`config.mk`:
```
export PLATFORM = sky130hd
export DESIGN_NAME = bcd_conv_arbiter
export DESIGN_NICKNAME = d
export VERILOG_FILES = /design/src/rtl/bcd_conv_arbiter.sv
export SDC_FILE = /design/constraint.sdc
export NUM_CORES = 1
export LEC_CHECK = 0
export ABC_CLOCK_PERIOD_IN_PS = 1430
export BUFFER_PORTS_ARGS = -buffer_cell sky130_fd_sc_hd__buf_2
export CAP_MARGIN = 20
export CORE_ASPECT_RATIO = 0.9
export CORE_MARGIN = 4
export CORE_UTILIZATION = 39
export CTS_BUF_LIST = sky130_fd_sc_hd__clkbuf_16
export CTS_CLUSTER_SIZE = 16
export DETAILED_ROUTE_END_ITERATION = 10
export GPL_ROUTABILITY_DRIVEN = 0
export PLACE_DENSITY = 0.85
export SKIP_LAST_GASP = 1
export SYNTH_ARGS = -nofsm -noshare
export SYNTH_HDL_FRONTEND = slang
export SYNTH_SLANG_ARGS = --single-unit
```
`constraint.sdc`:
```
create_clock -name clock -period 1.43 [get_ports clock]
set_input_delay 0.2145 -clock clock [delete_from_list [all_inputs] [get_ports clock]]
set_output_delay 0.2145 -clock clock [all_outputs]
set_load 0.005 [all_outputs]
```
`src/rtl/bcd_conv_arbiter.sv`:
```
// bcd_conv_arbiter: lets NREQ display fields share one dual2bcd converter.
// Requests are served round-robin. The winner's binary operand is latched at
// grant and sent to the converter with a one-cycle start pulse. The BCD result
// goes back to the winner together with a one-cycle one-hot done pulse.
// The converter must be reset by the same synchronous active-low reset.
//
// Build option: define ARB_TIMEOUT_EN to add a WAIT-state watchdog. After
// TIMEOUT_CYC cycles without conv_finish it pulses err together with done[g],
// returns all-ones as the result and moves on. In the default build err is
// tied low and WAIT waits indefinitely.
module bcd_conv_arbiter #(
    parameter int  NREQ        = 4,
    parameter int  DUALW       = 14,
    parameter int  BCDW        = 16,
    parameter int  TIMEOUT_CYC = 64,
    localparam int IDXW        = (NREQ > 1) ? $clog2(NREQ) : 1
) (
    input  logic                  clock,
    input  logic                  reset,
    input  logic [NREQ-1:0]       req,
    input  logic [NREQ*DUALW-1:0] req_dual,
    output logic [NREQ-1:0]       done,
    output logic [BCDW-1:0]       res_bcd,
    output logic                  busy,
    output logic [IDXW-1:0]       grant_idx,
    output logic                  conv_start,
    output logic [DUALW-1:0]      conv_dual,
    input  logic                  conv_finish,
    input  logic [BCDW-1:0]       conv_bcd,
    output logic                  err
);

    typedef enum logic [1:0] {
        ST_IDLE  = 2'd0,
        ST_START = 2'd1,
        ST_WAIT  = 2'd2
    } state_t;

    state_t            state_r;
    state_t            state_s;
    logic [IDXW-1:0]   rr_ptr_r;
    logic [IDXW-1:0]   rr_ptr_s;
    logic [IDXW:0]     pick_s;
    logic              pick_found_s;
    logic [IDXW-1:0]   pick_idx_s;
    logic [IDXW-1:0]   next_ptr_s;
    logic [NREQ-1:0]   grant_onehot_s;
    logic [IDXW-1:0]   grant_idx_s;
    logic [DUALW-1:0]  conv_dual_s;
    logic [BCDW-1:0]   res_bcd_s;
    logic              busy_s;
    logic              conv_start_s;
    logic [NREQ-1:0]   done_s;

`ifdef ARB_TIMEOUT_EN
    localparam int CNTW = $clog2(TIMEOUT_CYC + 1);
    logic [CNTW-1:0]   wait_cnt_r;
    logic [CNTW-1:0]   wait_cnt_s;
    logic              err_s;
`endif

    // Round-robin search: the first set request at or above ptr, wrapping.
    // Returns {found, index}.
    function automatic logic [IDXW:0] rr_pick(input logic [NREQ-1:0] r,
                                              input logic [IDXW-1:0] p);
        logic [IDXW:0] res;
        int            j;
        res = {(IDXW + 1){1'b0}};
        for (int k = NREQ - 1; k >= 0; k--) begin
            j = (int'(p) + k) % NREQ;
            if (r[j]) begin
                res = {1'b1, IDXW'(j)};
            end else begin
                res = res;
            end
        end
        return res;
    endfunction

    // Winner of the current request vector, relative to the round-robin pointer.
    always_comb begin
        pick_s = rr_pick(req, rr_ptr_r);
    end

    assign pick_found_s   = pick_s[IDXW];
    assign pick_idx_s     = pick_s[IDXW-1:0];
    assign grant_onehot_s = {{(NREQ - 1){1'b0}}, 1'b1} << grant_idx;

    // Pointer value that puts the granted requester last in line.
    always_comb begin
        if (grant_idx == IDXW'(NREQ - 1)) begin
            next_ptr_s = {IDXW{1'b0}};
        end else begin
            next_ptr_s = grant_idx + IDXW'(1);
        end
    end

    // Next-state and next-output logic for the IDLE/START/WAIT sequence.
    always_comb begin
        state_s      = state_r;
        rr_ptr_s     = rr_ptr_r;
        grant_idx_s  = grant_idx;
        conv_dual_s  = conv_dual;
        res_bcd_s    = res_bcd;
        busy_s       = busy;
        conv_start_s = 1'b0;
        done_s       = {NREQ{1'b0}};
`ifdef ARB_TIMEOUT_EN
        wait_cnt_s   = wait_cnt_r;
        err_s        = 1'b0;
`endif
        case (state_r)
            ST_IDLE: begin
                if (pick_found_s) begin
                    // The operand is captured here, so later req_dual changes
                    // cannot disturb the running conversion.
                    grant_idx_s = pick_idx_s;
                    conv_dual_s = req_dual[int'(pick_idx_s) * DUALW +: DUALW];
                    busy_s      = 1'b1;
                    state_s     = ST_START;
                end else begin
                    busy_s      = 1'b0;
                end
            end
            ST_START: begin
                conv_start_s = 1'b1;
                state_s      = ST_WAIT;
`ifdef ARB_TIMEOUT_EN
                wait_cnt_s   = {CNTW{1'b0}};
`endif
            end
            ST_WAIT: begin
                if (conv_finish) begin
                    res_bcd_s = conv_bcd;
                    done_s    = grant_onehot_s;
                    rr_ptr_s  = next_ptr_s;
                    state_s   = ST_IDLE;
                end
`ifdef ARB_TIMEOUT_EN
                else if (wait_cnt_r == CNTW'(TIMEOUT_CYC - 1)) begin
                    res_bcd_s = {BCDW{1'b1}};
                    done_s    = grant_onehot_s;
                    err_s     = 1'b1;
                    rr_ptr_s  = next_ptr_s;
                    state_s   = ST_IDLE;
                end else begin
                    wait_cnt_s = wait_cnt_r + CNTW'(1);
                end
`else
                else begin
                    state_s = ST_WAIT;
                end
`endif
            end
            default: begin
                state_s = ST_IDLE;
                busy_s  = 1'b0;
            end
        endcase
    end

    // State, pointer and registered outputs; reset drops any conversion in flight.
    always_ff @(posedge clock) begin
        if (!reset) begin
            state_r    <= ST_IDLE;
            rr_ptr_r   <= {IDXW{1'b0}};
            grant_idx  <= {IDXW{1'b0}};
            conv_dual  <= {DUALW{1'b0}};
            res_bcd    <= {BCDW{1'b0}};
            busy       <= 1'b0;
            conv_start <= 1'b0;
            done       <= {NREQ{1'b0}};
        end else begin
            state_r    <= state_s;
            rr_ptr_r   <= rr_ptr_s;
            grant_idx  <= grant_idx_s;
            conv_dual  <= conv_dual_s;
            res_bcd    <= res_bcd_s;
            busy       <= busy_s;
            conv_start <= conv_start_s;
            done       <= done_s;
        end
    end

`ifdef ARB_TIMEOUT_EN
    // Watchdog counter and error pulse register.
    always_ff @(posedge clock) begin
        if (!reset) begin
            wait_cnt_r <= {CNTW{1'b0}};
            err        <= 1'b0;
        end else begin
            wait_cnt_r <= wait_cnt_s;
            err        <= err_s;
        end
    end
`else
    // Without the watchdog the timeout limit has no consumer.
    logic unused_timeout_s;
    assign unused_timeout_s = ^(32'(TIMEOUT_CYC));
    assign err              = 1'b0;
`endif

endmodule

```
# After elaboration in Yosys (flattened, before gate mapping)
# Cells that the tools add are included.
[totals]
reg_bits = 42
word_cells = 56
[op_classes]
add_sub_neg = 4
multipliers = 1
order_cmp = 4
n_eq_ne = 4
shift = 2
n_mux = 22
bitwise = 3
n_reduce_logical = 8
[ops]
columns = ["operator", "n"]
rows = [
  ["56-bit by 7-bit indexed part select with 14-bit output", 1],
  ["3-bit by 4-bit less-than comparator with 1-bit output, second input constant", 3],
  ["3-bit two-way mux", 4],
  ["1-bit two-way mux", 9],
  ["1-bit binary-select mux with 2-bit select", 4],
  ["2-bit OR reduction", 4],
  ["2-bit two-way mux", 3],
  ["2-bit one-hot mux with 3 select lines", 1],
  ["2-bit by 3-bit multiplier with 5-bit output, second input constant", 1],
  ["2-bit by 1-bit adder with 2-bit output, second input constant", 2],
  ["2-bit adder, second input constant", 2],
  ["2-bit equality test, second input constant", 2],
  ["2-bit AND reduction", 2],
  ["1-bit by 2-bit left shift with 4-bit output, first input constant", 1],
  ["1-bit bitwise AND, first input constant", 3],
  ["2-bit by 3-bit less-than comparator with 1-bit output, second input constant", 1],
  ["3-bit AND reduction", 1],
  ["2-bit by 1-bit equality test with 1-bit output, second input constant", 1],
  ["2-bit logical NOT", 1],
  ["2-bit != test, second input constant", 1],
  ["1-bit one-hot mux with 2 select lines", 1],
]

# Depth between registers and ports, before layout
# Gate-level depths: netlist (run 1).
[logic_depth]
depth_word = 12
depth_mapped = 7

# Least setup slack after synthesis (run 1)
# No wires, ideal clock.
[synth_path]
kind = "reg2reg"
startpoint = "register rr_ptr_r[0]"
endpoint = "register conv_dual[10]"
setup_time_ns = 0.133
arrival_time_ns = 1.381
required_ns = 1.297
path_slack_ns = -0.084
stages_incl_launch_ff = 8
period_less_slack_ns = 1.514
path_cell_list = "dfxtp_1 -> inv_1 -> a21oi_1 -> a2bb2oi_1 -> buf_4 -> buf_4 -> mux2i_1 -> o221ai_1"
[synth_between]
elab_chain_len = 10
[synth_rtl]
columns = ["element", "line_no", "source"]
rows = [
  ["start, declared", "41", "logic [IDXW-1:0] rr_ptr_r;"],
  ["start signal, assigned", "166", "rr_ptr_r <= {IDXW{1'b0}};"],
  ["start signal, assigned", "175", "rr_ptr_r <= rr_ptr_s;"],
  ["2-bit adder", "70", "j = (int'(p) + k) % NREQ;"],
  ["1-bit binary-select mux with 2-bit select", "71", "if (r[j]) begin"],
  ["1-bit two-way mux (implied by the code) (2 in series)", "71", ""],
  ["3-bit two-way mux (3 in series)", "71", ""],
  ["3-bit two-way mux *", "71", ""],
  ["2-bit by 3-bit multiplier with 5-bit output", "118", "conv_dual_s = req_dual[int'(pick_idx_s) * DUALW +: DUALW];"],
  ["56-bit by 7-bit indexed part select with 14-bit output", "118", ""],
  ["end signal, assigned", "168", "conv_dual <= {DUALW{1'b0}};"],
  ["end signal, assigned", "177", "conv_dual <= conv_dual_s;"],
  ["end, declared", "27", "output logic [DUALW-1:0] conv_dual,"],
]
# Every way passes the cells marked *; elsewhere a longest branch is shown, timed or not. The select of a mux whose other input is x is not followed.
# A chain may end at the register's enable or synchronous reset.

# Worst setup path after layout (run 1)
[layout_path]
startpoint = "register rr_ptr_r[1]"
endpoint = "register conv_dual[2]"
# The elaborated chain is that of the path after synthesis.

==> results.md, run 1 <==
- Final Cycle Share: 114%
- H-tree levels: 2
- Yosys reg bits: 42
- Startpoint Class: register
- Width of the die: 82.6 um
- Fin crit period: 1640 ps
- Die ar.: 6210 um^2
- Share of the synthesized area in the top cell type: 43.0%
- PD cells: 1140 nW/um^2
- Number of routed nets with antenna violations: 0
- CTS tree: built
- Outcome: complete, but fails checks
- Mapped Nets: 296
- First-pass GRT wire length: 8.23 mm
- Maximum vdd drop: 0.672 mV
- Main synth FF type: dfxtp_1
- Layout cell share with drive strength beyond 1: 50.7%
- FP Rows: 24
- Worst Setup End Kind: register
- Area Growth Syn to Fin: 58.3%
- Most common library cells after synthesis: 53 x nand2_1, 42 x dfxtp_1, 30 x mux2i_1
- Register area share after synthesis: 43.0%
- Final HPWL DP: 4.37 mm
- Overflow after GRT: 0
- Worst hold-check path type: in2reg
- Internal: 2600 uW
- Sw frac: 26.4%
- Slew Limit Fails: 0
- Root buffer cell: clkbuf_16
- Clock tree buffer depth: 2
- Violated checks: setup timing
- Switching power: 931 uW
- Total power: 3530 uW
- Post-route design area: 3100 um^2
- Inserted Clock Buffers: 5
- Post-synth EDFFs: 0
- Total Routing Usage GR: 17.0%
- Critical path type: reg2reg
- Post-synthesis average cell area: 9.18 um^2
- Yosys top cell by area: dfxtp_1
- Synth cell types: 30
- Layout Utilization: 64.1%
- Mapped cell area: 1960 um^2
- Clk pin slew, worst setup/hold paths: 60 ps
- # diodes: 0
- Initial core utilization: 40.5%
- Final Skew: 5.41 ps
- IO buf count: 116
- Die Height: 75.2 um
- Comb power frac: 26.1%
- Crit path DAT: 1840 ps
- Post-DP Area: 2800 um^2
- Final nets: 425
- Leakage Power: 0.00143 uW
- FFs w/ async S/R, synth: 0%
- Pin count of the biggest net entering global routing: 27
- Drt wl/cell: 14.2 um
- Crit path max fanout: 5
- Total I/O pin count: 118
- DR vias/cell: 4.90
- Routed Wire Length: 5.81 mm
- Final setup vio count: 14
- Core Region: 4830 um^2
- Gate count of the mapped netlist: 213
- Fillers: 399
- Area of the multi-input gates: 1170 um^2
- Initial antenna violation count: 0
- Largest cells by area after synthesis: dfxtp_1 43%, mux2i_1 15%, nand2_1 10%
- DRC viols: 0
- Total number of yosys warnings: 0
- Max_cap viols: 0
- Routed via count: 1998
- Post-route setup slack: -206 ps
- Pre-Repair DR Iteration Count: 4
- Tightest hold margin: 175 ps
- Sequential share of power: 38.7%
- Most common cell in the netlist: nand2_1
- Vias in the first global route: 1892
- WP data required: 1630 ps
- Clock Latency Late Sink: 280 ps
- Fmax: 0.611 GHz
- Fin. Hold Viols: 0
- CTS sink cnt: 42
- Initial DRC count: 84
- Clock power frac: 35.2%
- Storage cell area: 846 um^2
- RSZ-0062 raised after global routing: true
## through the flow
step	setup slack, ps	setup TNS (ps)	instances
after floorplan	-7.00	-48.6	213
after global placement	-55.1	-646	397
after detailed placement	-115	-1470	397
after CTS	-102	-1150	406
after global routing	-301	-3570	408
final	-206	-2490	408
## state kept, by name, indices dropped and copies added (netlist names)
name and flops:
done 4, rr_ptr_r 2, conv_dual 14, busy 1, grant_idx 2, conv_start 1, res_bcd 16, state_r 2
## placed cells by master, fill, tap and decap left out, types with 2 or more instances in the layout
| master | instances |
|---|---|
| dfxtp_1 | 40 |
| a21boi_0 | 17 |
| nor2b_1 | 2 |
| buf_4 | 13 |
| buf_2 | 116 |
| o21ai_0 | 2 |
| a21oi_2 | 2 |
| inv_2 | 3 |
| buf_12 | 5 |
| o221ai_2 | 14 |
| mux2i_1 | 29 |
| a21oi_1 | 3 |
| nor2_1 | 2 |
| ha_1 | 3 |
| nand2_1 | 52 |
| nor3_1 | 2 |
| inv_1 | 3 |
| nor3b_1 | 2 |
| clkbuf_16 | 6 |
| and2_1 | 3 |
## path summary, 6_finish.rpt
check                            startpoint            to  slack, ps  cells past startpoint
worst max-delay path            rr_ptr_r[1]  conv_dual[2]       -210                      7
worst min-delay path            conv_bcd[9]    res_bcd[9]        180                      3
worst max register to register  rr_ptr_r[1]  conv_dual[2]       -210                      7
worst min register to register   res_bcd[6]    res_bcd[6]        460                      2
## cell families (layout without fill, tap and decap cells)
group                    after synthesis  count (layout)  synth area share, %
multiplexers                          30              30                 15.4
adder cells (fa/ha/maj)                4               4                 2.56
other                                  1               1                0.192
flip-flops                            42              42                 43.0
AND/OR/NAND/NOR                       75              75                 17.5
AO/OA/AOI/OAI                         42              42                 16.4
buffers and inverters                 19             149                 4.99
## repair_timing
action	in CTS	in global routing
buffers inserted	1	2
resized for setup	1	18
hold buffers	0	0
endpoints found under the setup margin	14	18
cloned	0	1
pin swaps	0	16
## layer usage
layer	track usage, %	vias up	wire length, um
li1	-	1002	-
met1	19.6	935	2230
met2	30.2	49	3160
met3	4.90	12	307
met4	5.99	0	109
met5	0	-	0
## critical path: stages, from the launching register on
cell and delay [ps]:
dfxtp_4 380, mux2i_1 230, nor2_1 90, nor3_2 250, nand4_1 140, buf_6 150, clkbuf_16 150, o221ai_2 160
## power by group through the flow
stage	registers (uW)	clock network, uW	logic (uW)
after floorplan	1400	0	417
after global placement	1390	0	804
after detailed placement	1390	0	836
after CTS	1370	1270	848
after global routing	1380	1320	1010
final	1370	1240	921
## cell type report
type | instances | area share (%)
clock buffer | 5 | 4.04
clock inverter | 3 | 1.21
inverter | 5 | 0.606
multi-input combinational | 152 | 37.9
sequential | 42 | 27.3
tap | 65 | 2.63
timing repair buffer | 136 | 26.3
No activity file was read; power rests on OpenSTA's default activity.
==> inputs of run 2 (changes only) <==
- CELL_PAD_IN_SITES_DETAIL_PLACEMENT: not set -> 0
- CELL_PAD_IN_SITES_GLOBAL_PLACEMENT: not set -> 1
- CORE_UTILIZATION: 39 -> 27
- PLACE_DENSITY: 0.85 -> 0.84
- SKIP_CTS_REPAIR_TIMING: not set -> 1
- TNS_END_PERCENT: not set -> 100
==> run 2 against run 1 <==
The run still ends with setup timing left. Utilization down 21 points. Sequential power hardly changed. Global-route usage is 4.9 points lower. Clock power grew 12%. Critical path depth shrank 1. Maximum frequency is 6.2% higher. Worst setup slack better by 96 ps. Total power increased by 2.3%. Die area rose by 40%.
==> results.md, run 2 (synthesis results as in run 1) <==
- Outcome: complete, but fails checks
- Violated checks: setup timing
- Max reg flops: 16
- Fin. Hold Viols: 0
- Clock Latency Late Sink: 280 ps
- CTS tree: built
- PD cells: 1180 nW/um^2
- Post-place setup slack: -138 ps
- Pin count of the biggest net entering global routing: 27
- Worst hold-check path type: in2reg
- Fmax: 0.649 GHz
- Initial core utilization: 27.8%
- Die Height: 88.7 um
- Total Routing Usage GR: 12.1%
- Area Growth Syn to Fin: 56.7%
- Overflow after GRT: 0
- Vias in the first global route: 1862
- Tightest hold margin: 180 ps
- Drt wl/cell: 13.1 um
- CTS sink cnt: 42
- Setup TNS Final: -793 ps
- Crit path DAT: 1700 ps
- Largest register by flop count: res_bcd
- Post-route design area: 3070 um^2
- Final Skew: 5.54 ps
- Initial antenna violation count: 0
- Critical Path Slowest Stage Cell: dfxtp_4
- First-pass GRT wire length: 8.54 mm
- Crit path max fanout: 15
- H-tree levels: 2
- Core Region: 7040 um^2
- DR vias/cell: 4.50
- Max_cap viols: 0
- CP Buf/Inv Count: 1
- RSZ-0062 raised after global routing: true
- Die ar.: 8670 um^2
- FP Rows: 29
- Root buffer cell: clkbuf_16
- Clock tree buffer depth: 2
- Most frequent cells in the layout: 116 x buf_2, 52 x nand2_1, 40 x dfxtp_1, 30 x mux2i_1, 18 x a21boi_0
- Final nets: 424
- Inserted Clock Buffers: 5
- Width of the die: 97.7 um
- Leakage Power: 0.00142 uW
- # diodes: 0
- Commonest non-fill, non-tap cell in the layout: buf_2
- Critical path's top delay family: flip-flops
- Biggest registers after layout: res_bcd: 16 flops, conv_dual: 14 flops, done: 4 flops
- Pre-Repair DR Iteration Count: 4
- Total I/O pin count: 118
- Final Cycle Share: 108%
- Startpoint Class: register
- Post-DP Area: 2860 um^2
- Worst Setup End Kind: register
- Final setup vio count: 14
- Layout cell share with drive strength beyond 1: 46.8%
- Crit-path cells: nand2_2 > nand3b_1 > a2bb2oi_4 > buf_12 > mux2i_1 > o221ai_1
- Slew Limit Fails: 0
- IO buf count: 116
- Critical path type: reg2reg
- Number of routed nets with antenna violations: 0
- Worst path max stage delay: 370 ps
- Routed via count: 1956
- Clk pin slew, worst setup/hold paths: 60 ps
- Post-route setup slack: -110 ps
- WP data required: 1590 ps
- Routed Wire Length: 5.68 mm
- Fin crit period: 1540 ps
- Initial DRC count: 39
- Maximum vdd drop: 0.437 mV
- Final HPWL DP: 4.53 mm
- DRC viols: 0
[run 2: layout make-up]
| type | count | area (um^2) |
|---|---|---|
| fill | 699 | 3970 |
| multi-input combinational | 152 | 1080 |
| sequential | 42 | 846 |
| timing repair buffer | 135 | 811 |
| clock buffer | 6 | 150 |
| tap | 93 | 116 |
| clock inverter | 2 | 38.8 |
| inverter | 5 | 18.8 |
[run 2: routing by layer]
metal | GRT usage [%] | vias to the layer above | wire length, um
li1 | - | 1005 | -
met1 | 14.7 | 902 | 2390
met2 | 20.9 | 45 | 2910
met3 | 3.55 | 4 | 327
met4 | 4.03 | 0 | 52
met5 | 0 | - | 0
[run 2: stage by stage]
step	cells	utilization [%]	power, uW
finish	435	43.5	3610
CTS	434	43.4	3670
global placement	426	40.7	2240
floorplan	213	-	1820
global route	435	43.5	3820
detailed placement	426	40.7	2260
[run 2: power by group]
group	internal, uW	total, uW	switching (uW)	leakage, uW
Combinational	474	859	385	0.000987
Sequential	1300	1360	68.5	0.000344
Clock	932	1390	456	0.0000922
Total	2700	3610	910	0.00142
[run 2: tightest hold or removal path: cells and delay by family]
family,cells,cell delay (ps)
buffers and inverters,1,90
AND/OR/NAND/NOR,1,40
AO/OA/AOI/OAI,1,60
[run 2: path summary, 6_finish.rpt]
check,from,endpoint,slack (ps),cells after the start
setup / recovery,rr_ptr_r[1],conv_dual[8],-110,6
hold / removal,conv_bcd[4],res_bcd[4],180,3
hold reg to reg,res_bcd[13],res_bcd[13],460,2
setup reg to reg,rr_ptr_r[1],conv_dual[8],-110,6
